File: src/rtl/gate_test_sequencer.sv
// Deterministic stimulus/check sequencer for the 4-in/3-out AND-gate datapath.
// Walks all 16 input vectors, samples e/f/g after a settle window and tallies mismatches.
module gate_test_sequencer #(
   parameter int unsigned SETTLE = 2
) (
   input  logic       clk,
   input  logic       rst,
   input  logic       start,
   output logic       a,
   output logic       b,
   output logic       c,
   output logic       d,
   input  logic       e,
   input  logic       f,
   input  logic       g,
   output logic       busy,
   output logic       done,
   output logic       pass,
   output logic [4:0] err_count,
   output logic [3:0] fail_vec,
   output logic       fail_valid
);

   typedef enum logic [2:0] {
      S_IDLE,
      S_APPLY,
      S_SAMPLE,
      S_NEXT,
      S_DONE
   } state_t;

   localparam logic [3:0] SETTLE_M1 = 4'(SETTLE - 1);
   localparam logic [4:0] ERR_MAX   = 5'd16;

   state_t     state_q, state_d;
   logic [3:0] vec_q, vec_d;
   logic [3:0] cnt_q, cnt_d;
   logic [4:0] err_q, err_d;
   logic [3:0] fvec_q, fvec_d;
   logic       fvld_q, fvld_d;
   logic       pass_q, pass_d;
   logic       done_q, done_d;
   logic       mismatch;

   // Golden model of the gate: {e, f, g} for input vector {a, b, c, d}.
   function automatic logic [2:0] golden(input logic [3:0] v);
      golden = {v[3] & v[2], v[1] & v[0], &v};
   endfunction

   assign mismatch = ({e, f, g} != golden(vec_q));

   always_ff @(posedge clk) begin
      if (rst) begin
         state_q <= S_IDLE;
         vec_q   <= '0;
         cnt_q   <= '0;
         err_q   <= '0;
         fvec_q  <= '0;
         fvld_q  <= 1'b0;
         pass_q  <= 1'b0;
         done_q  <= 1'b0;
      end else begin
         state_q <= state_d;
         vec_q   <= vec_d;
         cnt_q   <= cnt_d;
         err_q   <= err_d;
         fvec_q  <= fvec_d;
         fvld_q  <= fvld_d;
         pass_q  <= pass_d;
         done_q  <= done_d;
      end
   end

   always_comb begin
      state_d = state_q;
      vec_d   = vec_q;
      cnt_d   = cnt_q;
      err_d   = err_q;
      fvec_d  = fvec_q;
      fvld_d  = fvld_q;
      pass_d  = pass_q;
      done_d  = 1'b0;

      unique case (state_q)
         S_IDLE, S_DONE: begin
            // A new run wipes the previous results in the same edge it starts.
            if (start) begin
               state_d = S_APPLY;
               vec_d   = '0;
               cnt_d   = '0;
               err_d   = '0;
               fvec_d  = '0;
               fvld_d  = 1'b0;
               pass_d  = 1'b0;
            end
         end
         S_APPLY: begin
            if (cnt_q == SETTLE_M1) begin
               state_d = S_SAMPLE;
            end else begin
               cnt_d = cnt_q + 4'd1;
            end
         end
         S_SAMPLE: begin
            state_d = S_NEXT;
            if (mismatch) begin
               if (err_q != ERR_MAX) begin
                  err_d = err_q + 5'd1;
               end
               if (!fvld_q) begin
                  fvec_d = vec_q;
                  fvld_d = 1'b1;
               end
            end
         end
         S_NEXT: begin
            if (vec_q == 4'hF) begin
               state_d = S_DONE;
               done_d  = 1'b1;
               pass_d  = (err_q == 5'd0);
            end else begin
               state_d = S_APPLY;
               vec_d   = vec_q + 4'd1;
               cnt_d   = '0;
            end
         end
         default: begin
            state_d = S_IDLE;
         end
      endcase
   end

   assign {a, b, c, d} = vec_q;
   assign busy         = (state_q == S_APPLY) || (state_q == S_SAMPLE) || (state_q == S_NEXT);
   assign done         = done_q;
   assign pass         = pass_q;
   assign err_count    = err_q;
   assign fail_vec     = fvec_q;
   assign fail_valid   = fvld_q;

endmodule

File: config.mk
export PLATFORM = sky130hd
export DESIGN_NAME = gate_test_sequencer
export DESIGN_NICKNAME = d
export VERILOG_FILES = /design/src/rtl/gate_test_sequencer.sv
export SDC_FILE = /design/constraint.sdc
export NUM_CORES = 1
export LEC_CHECK = 0
export CORE_ASPECT_RATIO = 1.1
export CORE_MARGIN = 8
export CORE_UTILIZATION = 47
export DETAILED_ROUTE_END_ITERATION = 7
export GPL_ROUTABILITY_DRIVEN = 1
export PLACE_DENSITY = 0.75
export SETUP_SLACK_MARGIN = 0.2
export SLEW_MARGIN = 10
export SYNTH_ARGS = -nofsm -noshare
export SYNTH_HDL_FRONTEND = slang
export SYNTH_SLANG_ARGS = --single-unit
File: constraint.sdc
create_clock -name clk -period 1.8 [get_ports clk]
set_input_delay 0.36 -clock clk [delete_from_list [all_inputs] [get_ports clk]]
set_output_delay 0.36 -clock clk [all_outputs]
set_load 0.02 [all_outputs]
Word-level counts from Yosys, hierarchy flattened
Cells that the tools add are included.
{ "op_classes": {"add_sub_neg": 3, "eq_ne": 16, "mux": 23, "n_bitwise": 3, "n_reduce_logical": 17} }
{ "ops": {"columns": ["operator", "count"], "rows": [
  ["2-to-1 mux 4 bit", 6],
  ["!= test 2 bit, second input constant", 8],
  ["one-hot mux 4 bit (2 select lines)", 2],
  ["AND reduction 4 bit", 4],
  ["2-to-1 mux 5 bit", 3],
  ["one-hot mux 3 bit (4 select lines)", 1],
  ["one-hot mux 4 bit (3 select lines)", 1],
  ["one-hot mux 5 bit (2 select lines)", 1],
  ["2-to-1 mux 3 bit", 3],
  ["AND reduction 3 bit", 3],
  ["adder 4 x 1 -> 4 bit, second input constant", 2],
  ["equality test 3 x 2 -> 1 bit, second input constant", 2],
  ["adder 5 x 1 -> 5 bit, second input constant", 1],
  ["logical NOT 5 bit", 1],
  ["!= test 5 bit, second input constant", 1],
  ["equality test 4 x 1 -> 1 bit, second input constant", 1],
  ["equality test 4 bit, second input constant", 1],
  ["2-to-1 mux 1 bit", 4],
  ["one-hot mux 1 bit (2 select lines)", 2],
  ["nonzero test 2 bit", 2],
  ["OR reduction 2 bit", 2],
  ["equality test 3 x 1 -> 1 bit, second input constant", 1],
  ["equality test 3 bit, second input constant", 1],
  ["logical NOT 3 bit", 1],
  ["6 further kinds", 8]
]} }
{ "totals": {"register_bits": 23, "input_bits": 6, "output_inout_bits": 17, "word_cells": 70} }

Longest topological paths before layout
Gate-level depths: netlist of run 1.
{ "depth": {"ltp_word": 4, "depth_mapped": 6, "ltp_nobuf": 6} }

Worst setup path after synthesis of run 1
No wires, ideal clock.
{ "synth_path": {"path_type": "register to register", "start": "reg vec_q[0]", "end": "reg err_q[3] (netlist: err_count[3])", "setup_ns": 0.121, "t_arrival_ns": 1.989, "t_required_ns": 1.679, "path_slack_ns": -0.310, "stages_incl_launch_ff": 6, "n_path_buf": 0, "synth_period_minus_slack_ns": 2.110, "path_cell_list": "dfxtp_1 -> ha_1 -> nor3_1 -> o2111a_2 -> or4_4 -> mux2_4"} }
{ "synth_via": {"elab_chain_len": 4, "word_cells_on_any_way": 5, "classes_between": "eq/ne: 2; bitwise: 1; reduce/logical: 2"} }
{ "synth_rtl": {"columns": ["element", "line", "rtl"], "rows": [
  ["start: declaration", "36", "logic [3:0] vec_q, vec_d;"],
  ["start signal: assignment", "64", "vec_q <= vec_d;"],
  ["AND reduction 4 bit or AND 1 bit (tied branches)", "47", "golden = {v[3] & v[2], v[1] & v[0], &v};"],
  ["!= test 3 bit (*)", "50", "assign mismatch = ({e, f, g} != golden(vec_q));"],
  ["!= test 2 bit (no line) (*)", null, null],
  ["AND reduction 4 bit (no line) (*)", null, null],
  ["end signal: assignment", "66", "err_q <= err_d;"],
  ["end: declaration", "38", "logic [4:0] err_q, err_d;"]
]} }
Mark *: on every way between the ends. The rest lies on a longest branch, timed or not.
A chain may end at the register's enable or synchronous reset.

Worst setup path in the final report of run 1
{ "layout_path": {"start": "in g", "end": "reg err_q[3] (netlist: err_count[3])"} }
{ "layout_via": {"elab_chain_len": 3} }
{ "layout_rtl": {"columns": ["element", "line", "rtl"], "rows": [
  ["start: declaration", "15", "input logic g,"],
  ["!= test 3 bit", "50", null],
  ["!= test 2 bit (no line)", null, null],
  ["AND reduction 4 bit (no line)", null, null]
]} }
Every way passes these cells.

==> results of run 1 <==
==> synth_stat cells, drive strengths merged, types with 2 or more instances <==
cell type  count
nand3b         4
a32oi          5
mux2i          3
and3           7
a21oi         10
nor2b          6
nor2          12
nand2         12
nor3b          5
ha             5
nand3          9
clkbuf        10
o21ai          3
inv            5
dfxtp         23
nor3           6
o211a          2
a31oi          2
o211ai         9
==> flip-flops by register name, summed over array words and instances, names as in the netlist <==
signal / flops
err_count: 5
fail_vec: 4
done: 1
vec_q: 4
cnt_q: 4
fail_valid: 1
pass: 1
state_q: 3
==> cells by family (layout without fill, tap and decap cells) <==
| kind of cell | after synthesis | count (layout) | synth area share (%) |
|---|---|---|---|
| AO/OA/AOI/OAI | 41 | 41 | 22.1 |
| XOR/XNOR | 2 | 2 | 1.29 |
| adder cells (fa/ha/maj) | 5 | 5 | 4.62 |
| buffers and inverters | 15 | 62 | 4.16 |
| flip-flops | 23 | 23 | 34.0 |
| multiplexers | 4 | 4 | 3.32 |
| AND/OR/NAND/NOR | 72 | 72 | 30.6 |
==> worst register-to-register path, stage by stage (launching register included) <==
cell and delay (ps):
dfxtp_4 370, ha_4 180, and3_4 150, o2111a_2 250
or4_4 420, mux2_4 300
==> layer usage <==
metal | share of wire (%) | track usage, % | vias to the layer above
met5 | 0 | 0 | -
met4 | 1.7 | 5.58 | 0
met3 | 5.9 | 3.08 | 8
met2 | 50 | 30.1 | 39
met1 | 42 | 18.6 | 691
li1 | - | - | 703
==> what timing repair did <==
action                                  4_1_cts  5_1_grt
buffers inserted                              4        1
endpoints found under the setup margin       30       17
hold endpoints to repair                      0        0
hold buffers                                  0        0
gates resized for setup                      21        8
pin swaps                                     4        1
==> final timing paths <==
| kind | endpoint | slack [ps] | cells past startpoint |
|---|---|---|---|
| max | err_count[3]$_SDFFE_PP0P_ | 50 | 5 |
| min | pass$_SDFFE_PP0P_ | 480 | 2 |
| max reg2reg | err_count[3]$_SDFFE_PP0P_ | 50 | 5 |
| min reg2reg | pass$_SDFFE_PP0P_ | 480 | 2 |
==> final cells by class <==
type	count	area [sq um]
fill	238	882
sequential	23	474
multi-input combinational	124	883
timing repair buffer	53	427
inverter	5	18.8
tap	33	41.3
clock buffer	4	26.3
==> metrics by stage <==
| stage | setup WS [ps] | hold WS (ps) |
|---|---|---|
| finish | 47.1 | 475 |
| detailed placement | -349 | 465 |
| floorplan | -11.7 | 445 |
| CTS | 30.9 | 478 |
| global route | 8.92 | 511 |
| global placement | -320 | 453 |
==> power by group through the flow <==
stage	registers [mW]	logic (mW)	clock network, mW
floorplan	0.536	0.103	0
global placement	0.537	0.189	0
detailed placement	0.539	0.195	0
CTS	0.528	0.206	0.242
global route	0.530	0.229	0.263
finish	0.528	0.211	0.241
==> flow_metrics.env, run 1 <==
export IMPL_outcome="finished clean"
export IMPL_drive_above_1_share_pct=26.3
export IMPL_crit_fanout=3
export IMPL_antenna_found_initial=0
export IMPL_final_common_cell="buf_4"
export IMPL_worst_path_buf_inv=1
export IMPL_synth_edff_count=0
export IMPL_finalNonFillerCells=242
export IMPL_grt_pass1_wl_mm=6.52
export IMPL_nNetsFinal=221
export IMPL_drtIter0Drc=88
export IMPL_path_class="in -> reg"
export IMPL_p_leak_nw=0.848
export IMPL_dpl_hpwl_mm=3.07
export IMPL_yosys_area_top_type_share_pct=34.0
export IMPL_start_util_pct=49.2
export IMPL_irDropWorstVdd_mv=0.476
export IMPL_cts_tree="done"
export IMPL_seq_area_frac_synth_pct=34.0
export IMPL_period_needed_ps=1750
export IMPL_max_freq_ghz=0.570
export IMPL_routed_wl_mm=3.92
export IMPL_final_area_sq_um=1870
export IMPL_cts_sinks=23
export IMPL_seqPwrFrac_pct=53.8
export IMPL_finClkSkew_ps=12.7
export IMPL_cap_violations=0
export IMPL_grt_overflow=0
export IMPL_grt_usage_pct=16.6
export IMPL_via_count=1441
export IMPL_cts_buffer_depth=2
export IMPL_dp_cells=233
export IMPL_final_util_pct=68.0
export IMPL_r2r_start="vec_q[1]$_SDFFE_PP0P_"
export IMPL_die_x_um=67.2
export IMPL_drc=0
export IMPL_yosysTopAreaCell="dfxtp_1"
export IMPL_crit_path_start="g"
export IMPL_required_ps=2020
export IMPL_synth_fp_nets=173
export IMPL_async_reset_ff_share_pct=0
export IMPL_die_area_sq_um=4860
export IMPL_avgSynthCellArea_sq_um=8.36
export IMPL_cts_root_buf="clkbuf_4"
export IMPL_end_kind="flop"
export IMPL_p_int_mw=0.702
export IMPL_std_cell_rows=20
export IMPL_ys_warnings_count=0
export IMPL_startpoint_type="input port"
export IMPL_slew_violations=0
export IMPL_tns_ps=0
export IMPL_setup_viol=0
export IMPL_io_pin_count=23
export IMPL_h_tree_depth=1
export IMPL_diodes=0
export IMPL_drtPass1Iterations=4
export IMPL_hold_violations=0
export IMPL_critPathArrivalTime_ps=1980
export IMPL_area_growth_pct=38.0
export IMPL_critPathTopFamily="simple AND/OR/NAND/NOR gates"
export IMPL_ant_nets=0
export IMPL_wire_per_inst_um=16.2
export IMPL_place_congestion=0.902
export IMPL_synthCells=162
export IMPL_design_core_area_sq_um=2750
export IMPL_cpPeakStageDelay_ps=450
export IMPL_synth_area_top_cells="dfxtp_1, o211ai_1, ha_1, a21oi_1, nand3_1"
export IMPL_power_density_nw_per_um2=524
export IMPL_final_cell_mix="buf_4, dlygate4sd2_1, dfxtp_1"
export IMPL_rsz0062_at_grt="true"
export IMPL_clk_latency_ps=320
export IMPL_grt_max_degree=17
export IMPL_grt_pass1_vias=1424
export IMPL_power_total_mw=0.980
export IMPL_viasPerCell=5.95
export IMPL_synth_seq_cells=23
export IMPL_synthFlopType="dfxtp_1"
export IMPL_combPwrFrac_pct=21.6
export IMPL_io_buffers=22
export IMPL_maxSlewHeadroom_pct=66.3
export IMPL_worstMarginPinSlew_ps=505
export IMPL_die_h_um=72.3
export IMPL_holdCritPathClass="reg -> reg"
export IMPL_clk_pin_slew_ps=130
export IMPL_swShare_pct=28.4
export IMPL_syn_area_sq_um=1360
export IMPL_placed_area_sq_um=1810
export IMPL_crit_chain="clkdlybuf4s50_1, and3_4, o2111a_2, or4_4, mux2_4"
export IMPL_slowest_stage="clkdlybuf4s50_1"
export IMPL_clkPwrFrac_pct=24.6
export IMPL_numCtsBuffers=3
export IMPL_synth_distinct_cells=45
export IMPL_fin_crit_sh_pct=97.4
export IMPL_switching_power_mw=0.278
export IMPL_hp_start="pass$_SDFFE_PP0P_"
No activity file was read; power rests on OpenSTA's default activity.
==> run 2, diff against run 1 <==
==> constraint.sdc (replaced) <==
create_clock -name clk -period 1.8 [get_ports clk]
set_input_delay 0.36 -clock clk [delete_from_list [all_inputs] [get_ports clk]]
set_output_delay 0.36 -clock clk [all_outputs]
set_load 0.05 [all_outputs]
==> flow_metrics.env, run 2 (synthesis gave the netlist of run 1 again) <==
export IMPL_outcome="finished clean"
export IMPL_hold_violations=0
export IMPL_path_class="reg -> reg"
export IMPL_drtPass1Iterations=5
export IMPL_finClkSkew_ps=2.10
export IMPL_worst_path_buf_inv=0
export IMPL_crit_fanout=4
export IMPL_grt_overflow=0
export IMPL_cap_violations=0
export IMPL_worstMarginPinSlew_ps=571
export IMPL_maxSlewHeadroom_pct=61.5
export IMPL_io_buffers=22
export IMPL_die_h_um=72.3
export IMPL_dpl_hpwl_mm=2.94
export IMPL_grt_pass1_wl_mm=6.61
export IMPL_end_kind="flop"
export IMPL_io_pin_count=23
export IMPL_h_tree_depth=1
export IMPL_finalNonFillerCells=243
export IMPL_startpoint_type="flop"
export IMPL_dpl_worst_slack_ps=-368
export IMPL_drive_above_1_share_pct=41.4
export IMPL_nNetsFinal=222
export IMPL_die_area_sq_um=4860
export IMPL_required_ps=2030
export IMPL_clk_latency_ps=320
export IMPL_routed_wl_mm=4.17
export IMPL_power_density_nw_per_um2=517
export IMPL_switching_power_mw=0.312
export IMPL_swShare_pct=30.5
export IMPL_diodes=0
export IMPL_antenna_found_initial=0
export IMPL_grt_max_degree=14
export IMPL_p_int_mw=0.711
export IMPL_std_cell_rows=20
export IMPL_rsz0062_at_grt="true"
export IMPL_numCtsBuffers=3
export IMPL_cts_buffer_depth=2
export IMPL_ant_nets=0
export IMPL_via_count=1463
export IMPL_critPathArrivalTime_ps=2010
export IMPL_fin_crit_sh_pct=99.0
export IMPL_p_leak_nw=0.831
export IMPL_slew_violations=0
export IMPL_dp_cells=230
export IMPL_design_core_area_sq_um=2750
export IMPL_viasPerCell=6.02
export IMPL_start_util_pct=49.2
export IMPL_wire_per_inst_um=17.1
export IMPL_seqPwrFrac_pct=51.2
export IMPL_crit_chain="ha_4, and3_4, o2111a_2, or4_4, mux2_4"
export IMPL_combPwrFrac_pct=24.4
export IMPL_final_cell_mix="buf_4, nand2_1, dfxtp_1"
export IMPL_max_freq_ghz=0.561
export IMPL_drtIter0Drc=87
export IMPL_cts_tree="done"
export IMPL_grt_usage_pct=16.8
export IMPL_setup_viol=0
export IMPL_fin_ws_ps=18.3
export IMPL_holdCritPathClass="reg -> reg"
export IMPL_slowest_stage="or4_4"
export IMPL_area_growth_pct=46.0
export IMPL_drc=0
export IMPL_place_congestion=0.901
export IMPL_final_common_cell="buf_4"
export IMPL_die_x_um=67.2
export IMPL_clkPwrFrac_pct=24.4
export IMPL_largest_reg_flops=5
export IMPL_cts_sinks=23
export IMPL_irDropWorstVdd_mv=0.456
export IMPL_grt_pass1_vias=1397
export IMPL_cts_root_buf="clkbuf_4"
export IMPL_nFillCells=216
export IMPL_cpPeakStageDelay_ps=420
export IMPL_clk_pin_slew_ps=130
export IMPL_holdWs_ps=483
export IMPL_period_needed_ps=1780
export IMPL_critPathTopFamily="simple AND/OR/NAND/NOR gates"
==> run 2: changes by cell type in the layout (fill, tap and decap cells not counted), sizes merged <==
cell | before | now
clkbuf | 5 | 4
dlygate4sd2 | 17 | 1
buf | 31 | 49
==> run 2: tightest hold or removal path, cell delays in order, from the launching register on <==
cell and delay, ps:
dfxtp_1 330, nand3_1 60, a21oi_1 50
==> run 2: area by class of cell <==
type / count / area, sq um / share of cell area (%)
Clock buffer: 4 / 26.3 / 1.33
Inverter: 5 / 21.3 / 1.08
Multi-Input combinational cell: 124 / 953 / 48.2
Sequential cell: 23 / 492 / 24.9
Tap cell: 33 / 41.3 / 2.09
Timing Repair Buffer: 54 / 444 / 22.5
==> run 2: repair_timing <==
item	4_1_cts	5_1_grt
pin swaps	7	8
hold buffers	0	0
gates resized for setup	13	16
endpoints found under the setup margin	13	16
buffers inserted	4	5
==> run 2: path summary, 6_finish.rpt <==
kind / end / depth (start not counted) / from / slack, ps
worst max-delay path: err_count[3]$_SDFFE_PP0P_ / 5 / vec_q[0]$_SDFFE_PP0P_ / 20
worst min-delay path: pass$_SDFFE_PP0P_ / 2 / pass$_SDFFE_PP0P_ / 480
worst max register to register: err_count[3]$_SDFFE_PP0P_ / 5 / vec_q[0]$_SDFFE_PP0P_ / 20
worst min register to register: pass$_SDFFE_PP0P_ / 2 / pass$_SDFFE_PP0P_ / 480
==> run 2: power groups by stage <==
stage	sequential [mW]	combinational [mW]	clock, mW
after floorplan	0.536	0.112	0
after global placement	0.534	0.211	0
after detailed placement	0.535	0.215	0
after CTS	0.525	0.231	0.258
after global routing	0.526	0.266	0.279
final	0.524	0.250	0.249
==> run 2: through the flow <==
step / power [mW] / area, sq um / util (%) / TNS (ps)
after detailed placement: 0.751 / 1780 / 64.5 / -2210
after global placement: 0.745 / 1780 / 64.5 / -1560
after global routing: 1.07 / 1980 / 71.9 / -4.29
after CTS: 1.01 / 1870 / 67.8 / 0
after floorplan: 0.648 / 1410 / - / -58.6
final: 1.02 / 1980 / 71.9 / 0
==> run 2: per-layer routing <==
layer | wire length (um) | track usage, % | part of all wire, % | vias up
li1 | - | - | - | 709
met4 | 79 | 6.28 | 1.9 | 0
met1 | 1810 | 19.7 | 43 | 703
met3 | 184 | 2.62 | 4.4 | 9
met5 | 0 | 0 | 0 | -
met2 | 2100 | 29.6 | 50 | 42
